$ cat config.mk
export PLATFORM = sky130hd
export DESIGN_NAME = data_mem_arbiter
export DESIGN_NICKNAME = d
export VERILOG_FILES = /design/src/rtl/data_mem_arbiter_pkg.sv /design/src/rtl/rr_pick_2.sv /design/src/rtl/data_mem_arbiter.sv
export SDC_FILE = /design/constraint.sdc
export NUM_CORES = 1
export LEC_CHECK = 0
export ABC_AREA = 1
export CORE_ASPECT_RATIO = 0.7
export CORE_MARGIN = 2
export CORE_UTILIZATION = 43
export CTS_CLUSTER_DIAMETER = 100
export DETAILED_ROUTE_END_ITERATION = 8
export PLACE_DENSITY = 0.87
export SLEW_MARGIN = 20
export SYNTH_ARGS = -nofsm -noshare
export SYNTH_HDL_FRONTEND = slang
export SYNTH_SLANG_ARGS = --single-unit
$ cat constraint.sdc
create_clock -name clk -period 4.1 [get_ports clk]
set_input_delay 0.615 -clock clk [delete_from_list [all_inputs] [get_ports clk]]
set_output_delay 0.615 -clock clk [all_outputs]
set_load 0.05 [all_outputs]
$ cat src/rtl/data_mem_arbiter_pkg.sv
`default_nettype none
// +--------------------------------------------------------------------+
// | data_mem_arbiter_pkg: shared types and ids for the data-memory      |
// | arbiter and its round-robin picker.            Revision: 1.0        |
// +--------------------------------------------------------------------+
package data_mem_arbiter_pkg;

    typedef enum logic [1:0] {
        ST_IDLE  = 2'd0,
        ST_ISSUE = 2'd1,
        ST_WAIT  = 2'd2,
        ST_RESP  = 2'd3
    } state_t;

    localparam logic PORT_CPU = 1'b0;
    localparam logic PORT_LDR = 1'b1;

    // Wide enough for the largest supported read latency (15).
    localparam int CNT_W = 4;

endpackage

`default_nettype wire

$ cat src/rtl/rr_pick_2.sv
`default_nettype none
// +--------------------------------------------------------------------+
// | rr_pick_2: two-way round-robin pick; a tie goes to the port that    |
// | did not win last time.                         Revision: 1.0        |
// +--------------------------------------------------------------------+
module rr_pick_2
    import data_mem_arbiter_pkg::*;
(
    input  logic req0,
    input  logic req1,
    input  logic last_owner,
    output logic valid,
    output logic winner
);

    always_comb begin
        valid = req0 | req1;
        if (req0 && req1) begin
            winner = ~last_owner;
        end else if (req1) begin
            winner = PORT_LDR;
        end else begin
            winner = PORT_CPU;
        end
    end

endmodule

`default_nettype wire

$ cat src/rtl/data_mem_arbiter.sv
`default_nettype none
// +--------------------------------------------------------------------+
// | data_mem_arbiter: shares one data memory between the CPU port and   |
// | the loader port, one transaction at a time.    Revision: 1.0        |
// +--------------------------------------------------------------------+
module data_mem_arbiter
    import data_mem_arbiter_pkg::*;
#(
    parameter int ADDR_W  = 32,
    parameter int DATA_W  = 32,
    parameter int MEM_LAT = 1
) (
    input  logic              clk,
    input  logic              reset,
    input  logic              req0,
    input  logic              req1,
    input  logic              we0,
    input  logic              we1,
    input  logic [ADDR_W-1:0] addr0,
    input  logic [ADDR_W-1:0] addr1,
    input  logic [DATA_W-1:0] wdata0,
    input  logic [DATA_W-1:0] wdata1,
    output logic              gnt0,
    output logic              gnt1,
    output logic              done0,
    output logic              done1,
    output logic [DATA_W-1:0] rdata,
    output logic              busy,
    output logic              mem_en,
    output logic              mem_we,
    output logic [ADDR_W-1:0] mem_addr,
    output logic [DATA_W-1:0] mem_wdata,
    input  logic [DATA_W-1:0] mem_rdata
);

    localparam logic [CNT_W-1:0] CNT_LOAD = (MEM_LAT > 0) ? CNT_W'(MEM_LAT - 1) : '0;

    state_t             r_state;
    state_t             w_next_state;
    logic               r_owner;
    logic               r_last_owner;
    logic [CNT_W-1:0]   r_cnt;
    logic               r_we;
    logic [ADDR_W-1:0]  r_addr;
    logic [DATA_W-1:0]  r_wdata;
    logic [DATA_W-1:0]  r_rdata;

    logic               w_pick_valid;
    logic               w_pick_winner;
    logic               w_accept;

    rr_pick_2 u_rr_pick (
        .req0       (req0),
        .req1       (req1),
        .last_owner (r_last_owner),
        .valid      (w_pick_valid),
        .winner     (w_pick_winner)
    );

    // Grant is the only output that looks at req; reset masks it so no
    // grant is ever shown for a request that will not be captured.
    assign w_accept = (r_state == ST_IDLE) && w_pick_valid && !reset;

    always_comb begin
        w_next_state = r_state;
        unique case (r_state)
            ST_IDLE:  if (w_pick_valid) w_next_state = ST_ISSUE;
            ST_ISSUE: begin
                if (r_we || (MEM_LAT == 0)) begin
                    w_next_state = ST_RESP;
                end else begin
                    w_next_state = ST_WAIT;
                end
            end
            ST_WAIT:  if (r_cnt == '0) w_next_state = ST_RESP;
            ST_RESP:  w_next_state = ST_IDLE;
            default:  w_next_state = ST_IDLE;
        endcase
    end

    always_ff @(posedge clk) begin
        if (reset) begin
            r_state      <= ST_IDLE;
            r_owner      <= PORT_CPU;
            r_last_owner <= PORT_LDR;
            r_cnt        <= '0;
            r_we         <= 1'b0;
            r_addr       <= '0;
            r_wdata      <= '0;
            r_rdata      <= '0;
        end else begin
            r_state <= w_next_state;
            unique case (r_state)
                ST_IDLE: begin
                    if (w_pick_valid) begin
                        r_owner      <= w_pick_winner;
                        r_last_owner <= w_pick_winner;
                        r_we         <= w_pick_winner ? we1    : we0;
                        r_addr       <= w_pick_winner ? addr1  : addr0;
                        r_wdata      <= w_pick_winner ? wdata1 : wdata0;
                    end
                end
                ST_ISSUE: begin
                    if (!r_we) begin
                        if (MEM_LAT == 0) begin
                            r_rdata <= mem_rdata;
                        end else begin
                            r_cnt <= CNT_LOAD;
                        end
                    end
                end
                ST_WAIT: begin
                    if (r_cnt != '0) begin
                        r_cnt <= r_cnt - 1'b1;
                    end else begin
                        r_rdata <= mem_rdata;
                    end
                end
                default: ;
            endcase
        end
    end

    assign gnt0      = w_accept && (w_pick_winner == PORT_CPU);
    assign gnt1      = w_accept && (w_pick_winner == PORT_LDR);
    assign done0     = (r_state == ST_RESP) && (r_owner == PORT_CPU);
    assign done1     = (r_state == ST_RESP) && (r_owner == PORT_LDR);
    assign busy      = (r_state != ST_IDLE);
    assign mem_en    = (r_state == ST_ISSUE);
    assign mem_we    = mem_en && r_we;
    assign mem_addr  = r_addr;
    assign mem_wdata = r_wdata;
    assign rdata     = r_rdata;

endmodule

`default_nettype wire

# After elaboration in Yosys (flattened, before gate mapping)
# Cells that the tools add are included.
[totals]
ff_bits = 105
in_bits = 166
[classes]
add_sub_neg = 1
n_eq_ne = 7
mux = 12
n_bitwise = 5
reduce_logical = 18
[op_table]
columns = ["cell", "n"]
rows = [
  ["$mux 32", 2],
  ["$logic_and 1x1->1", 8],
  ["$mux 4", 2],
  ["$ne 2x2->1 const B", 4],
  ["$pmux 2 s4", 1],
  ["$pmux 4 s2", 1],
  ["$reduce_and 2->1", 3],
  ["$eq 2x2->1 const B", 2],
  ["$logic_not 4->1", 1],
  ["$mux 1", 4],
  ["$mux 2", 2],
  ["$not 1->1", 4],
  ["$reduce_bool 2->1", 2],
  ["$reduce_bool 4->1", 1],
  ["$sub 4x1->4 const B", 1],
  ["$reduce_and 3->1", 1],
  ["$eq 2x1->1 const B", 1],
  ["$logic_not 2->1", 1],
  ["$logic_not 1->1", 1],
  ["$or 1x1->1", 1],
]

# Logic depth before layout (Yosys ltp)
[logic_depth]
depth_word = 4
mapped_depth = 10
ltp_nobuf = 10

# Hierarchy
# From an unflattened synthesis, not the netlist that was laid out.
[unflattened]
hier_cells = 654
area_unflattened_um2 = 5587.9
[by_module_without_submodules]
columns = ["module", "n_inst", "cells_per_inst", "area_each_um2", "seq_area_each_um2"]
rows = [
  ["data_mem_arbiter", 1, 651, 5572.8, 2102.0],
  ["rr_pick_2", 1, 3, 15.0, 0.0],
]

# Least setup slack after synthesis
# Ideal clock, no wire load.
[synth_timing]
path_kind = "register -> output"
from = "register r_state[0]"
to = "output gnt0"
arrival_time_ns = 2.368
t_required_ns = 3.485
slack_ns = 1.117
path_stages_with_launch = 8
path_buffers = 1
cell_sequence = "dfxtp_1 inv_1 ha_1 inv_1 a21oi_2 inv_2 clkbuf_1 nor3_1"
[synth_between]
elab_chain_len = 4
[synth_rtl]
columns = ["element", "line", "text"]
rows = [
  ["start: declaration", "data_mem_arbiter.sv:38", "state_t r_state;"],
  ["start signal: assignment", "data_mem_arbiter.sv:92", "r_state <= w_next_state;"],
  ["$logic_not 2->1", "data_mem_arbiter.sv:62", "assign w_accept = (r_state == ST_IDLE) && w_pick_valid && !reset;"],
  ["$logic_and 1x1->1 (2 in a row)", "data_mem_arbiter.sv:62", ""],
  ["$logic_and 1x1->1", "data_mem_arbiter.sv:124", "assign gnt0 = w_accept && (w_pick_winner == PORT_CPU);"],
  ["end: declaration", "data_mem_arbiter.sv:23", "output logic gnt0,"],
]
# No other way between the ends.

# Worst setup path after layout
[layout_timing]
from = "input req0"
to = "output gnt1"
[layout_between]
elab_chain_len = 4
word_cells_on_any_way = 6
[layout_rtl]
columns = ["element", "line", "text"]
rows = [
  ["start: declaration", "data_mem_arbiter.sv:15", "input logic req0,"],
  ["$or 1x1->1", "rr_pick_2.sv:17", "valid = req0 | req1;"],
  ["$logic_and 1x1->1 (2 in a row)", "data_mem_arbiter.sv:62", ""],
  ["$logic_and 1x1->1 *", "data_mem_arbiter.sv:125", "assign gnt1 = w_accept && (w_pick_winner == PORT_LDR);"],
  ["end: declaration", "data_mem_arbiter.sv:24", "output logic gnt1,"],
]
# Mark *: on every way between the ends. The rest lies on a longest branch, timed or not.

==> results.ini <==
[run_status]
status = completed

[cts]
postCtsHoldBufs = 0
cts_buffer_depth = 2
cts_tree = built
clock_latency_ns = 0.34
post-cts-setup-buffers = 0
cts_sinks = 105
clk_pin_slew_ns = 0.06
root_buffer = clkbuf_16
ctsHtreeMaxLevel = 3
cts-buffers-inserted = 9
cts_resized = 0

[power]
power_switching_w = 0.00222
seq_power_share = 0.292
leakagePower_nw = 3.35
swShare = 0.450
clkPwrFrac = 0.187
peakVddDrop_uv = 256
p_comb_frac = 0.521
power.density_nw_per_um2 = 611
p_int_w = 0.00271
power.total_w = 0.00492

[detailed_routing]
dr_wl_met2_mm = 7.21
wirelength_mm = 15.3
drt-initial-drc-count = 272
top_layer = met4
wl_per_cell_um = 13.7
drc_errors = 0
ant_nets = 0
drt-met1-wl_mm = 6.67
via_per_inst = 4.84
num_vias = 5412
dr.pass1.iters = 5
wl_met3_mm = 1.14

[synth]
yosysMostFrequentCell = nand2_1
ys_ff_latch = 105
avgSynthCellArea_um2 = 6.96
async_reset_ff_frac = 0
netlist.area_leader.share = 0.418
synthTopCellsByArea = dfxtp_1 42%, nand2_1 11%, a21oi_1 10%
synth_commonest_cells = 153 x nand2_1, 115 x inv_1, 105 x dfxtp_1
yosysTopAreaCell = dfxtp_1
synth-edff-count = 0
synth_seq_area_share = 0.418
ys.warnings.count = 0
ys_types = 16
syn_area_um2 = 5030
synth_fp_nets = 894
synth-main-ff-cell = dfxtp_1
synth_cells = 723

[worst_setup_path]
r2r_cells = 7
cp_max_fo = 3
path_class = in -> out
worstPathRequired_ns = 3.48
crit_path_start = req0
critPathCaptureType = output pin
timing.rr.start = r_state[0]
crit_path_start_kind = input pin
arrival_ns = 2.26

[place]
gp_congestion = 0.858
hpwl_mm = 10.6
place_ws_ns = 1.23
port_buffers = 268

[finish]
n_antenna_cell = 0
post-route-util = 0.697
nNetsFinal = 1128
syn2layout_area_growth_pct = 60.1
multi_input_area_um2 = 2250
ff_latch_area_um2 = 2100
n_fill_cell = 996
drive_gt1_frac = 0.0333

[floorplanning]
io-pin-count = 269
die_w_um = 133
die_y_um = 94.5
rows = 33
core_um2 = 11600
dieArea_um2 = 12600
start_util = 0.435

[timing]
setup_viol = 0
setup_tns_ns = 0
max_slew.worst_pin.slew_ns = 1.00
grt_setup_unrepaired = false
skew_ns = 0.00608
timing.final.crit_share = 0.702
fmax_mhz = 347
timing.final.ws_setup_ns = 1.22
hold_slack_ns = 0.443
final_hold_viol_count = 0
maxSlewHeadroom = 0.331
maxSlewViolCount = 0
post-route-min-period_ns = 2.88

[worst_hold_path]
holdCritPathClass = reg -> reg
hold_path_depth = 2
min_from = rdata[7]

[grt]
grt_pass1_vias = 5089
track_usage = 0.236
grt_max_degree = 68
antenna_found_initial = 0
overflow = 0
grt_pass1_wl_mm = 24.1

[flow_run]
drv_cap = 0

## worst paths after layout
check                        to  slack [ns]
hold / removal         rdata[7]        0.44
hold reg to reg        rdata[7]        0.44
setup reg to reg  mem_wdata[26]        2.07
setup / recovery           gnt1        1.22
## routing by layer
layer | vias up | track usage
met5 | - | 0
met4 | 0 | 0.0691
met3 | 24 | 0.0746
met2 | 184 | 0.412
met1 | 2442 | 0.282
li1 | 2762 | -
## cell families after synthesis
kind of cell | count (synthesis) | synth area share
AOI/OAI and AO/OA | 136 | 0.136
adders and majority gates | 5 | 0.0124
buffers and inverters | 170 | 0.138
DFF | 105 | 0.418
and+or+nand+nor | 307 | 0.296
## critical path: stages
cell and delay [ns]:
clkdlybuf4s50_1 0.43, nand2_2 0.09, nand2_2 0.05, inv_1 0.07
nand2_1 0.09, nor2_1 0.10, clkdlybuf4s50_1 0.80
## final cells by class
cell class	instances	area share
Clock buffer	11	0.0301
Clock inverter	5	0.00978
Inverter	117	0.0545
Multi-Input combinational cell	448	0.280
Sequential cell	105	0.261
Tap cell	157	0.0244
Timing Repair Buffer	276	0.340
## power by group through the flow
stage          logic [W]  clock network, W  registers [W]
6_report         0.00256          0.000921        0.00144
3_5_place_dp     0.00257                 0        0.00146
5_1_grt          0.00275          0.000979        0.00147
2_1_floorplan   0.000930                 0        0.00225
3_3_place_gp     0.00254                 0        0.00144
4_1_cts          0.00258          0.000946        0.00144
## sequential cells by signal, indices dropped and copies added, names as in the netlist
name and count:
r_owner 1, mem_wdata 32, r_last_owner 1, r_we 1
mem_addr 32, rdata 32, r_cnt 4, r_state 2
## metrics by stage
stage,cell area (um^2),std cells
after floorplan,5030,723
after global placement,7730,1103
after detailed placement,7730,1103
after CTS,8060,1119
after global routing,8060,1119
final,8060,1119
## layout by cell type (no fill, tap or decap)
| master | count |
|---|---|
| clkbuf_16 | 9 |
| buf_2 | 2 |
| nand3_2 | 1 |
| clkdlybuf4s50_1 | 265 |
| nor2_1 | 14 |
| nand3b_1 | 65 |
| ha_1 | 5 |
| inv_1 | 115 |
| a21oi_4 | 1 |
| nor3_1 | 1 |
| clkbuf_1 | 1 |
| nand3_1 | 73 |
| inv_2 | 2 |
| buf_12 | 1 |
| bufinv_16 | 2 |
| clkinv_2 | 2 |
| a21oi_1 | 101 |
| o21ai_0 | 34 |
| nand2_1 | 151 |
| buf_4 | 8 |
| clkinv_4 | 1 |
| clkbuf_8 | 1 |
| nand2_2 | 2 |
| dfxtp_1 | 105 |
No activity file was read; power rests on OpenSTA's default activity.
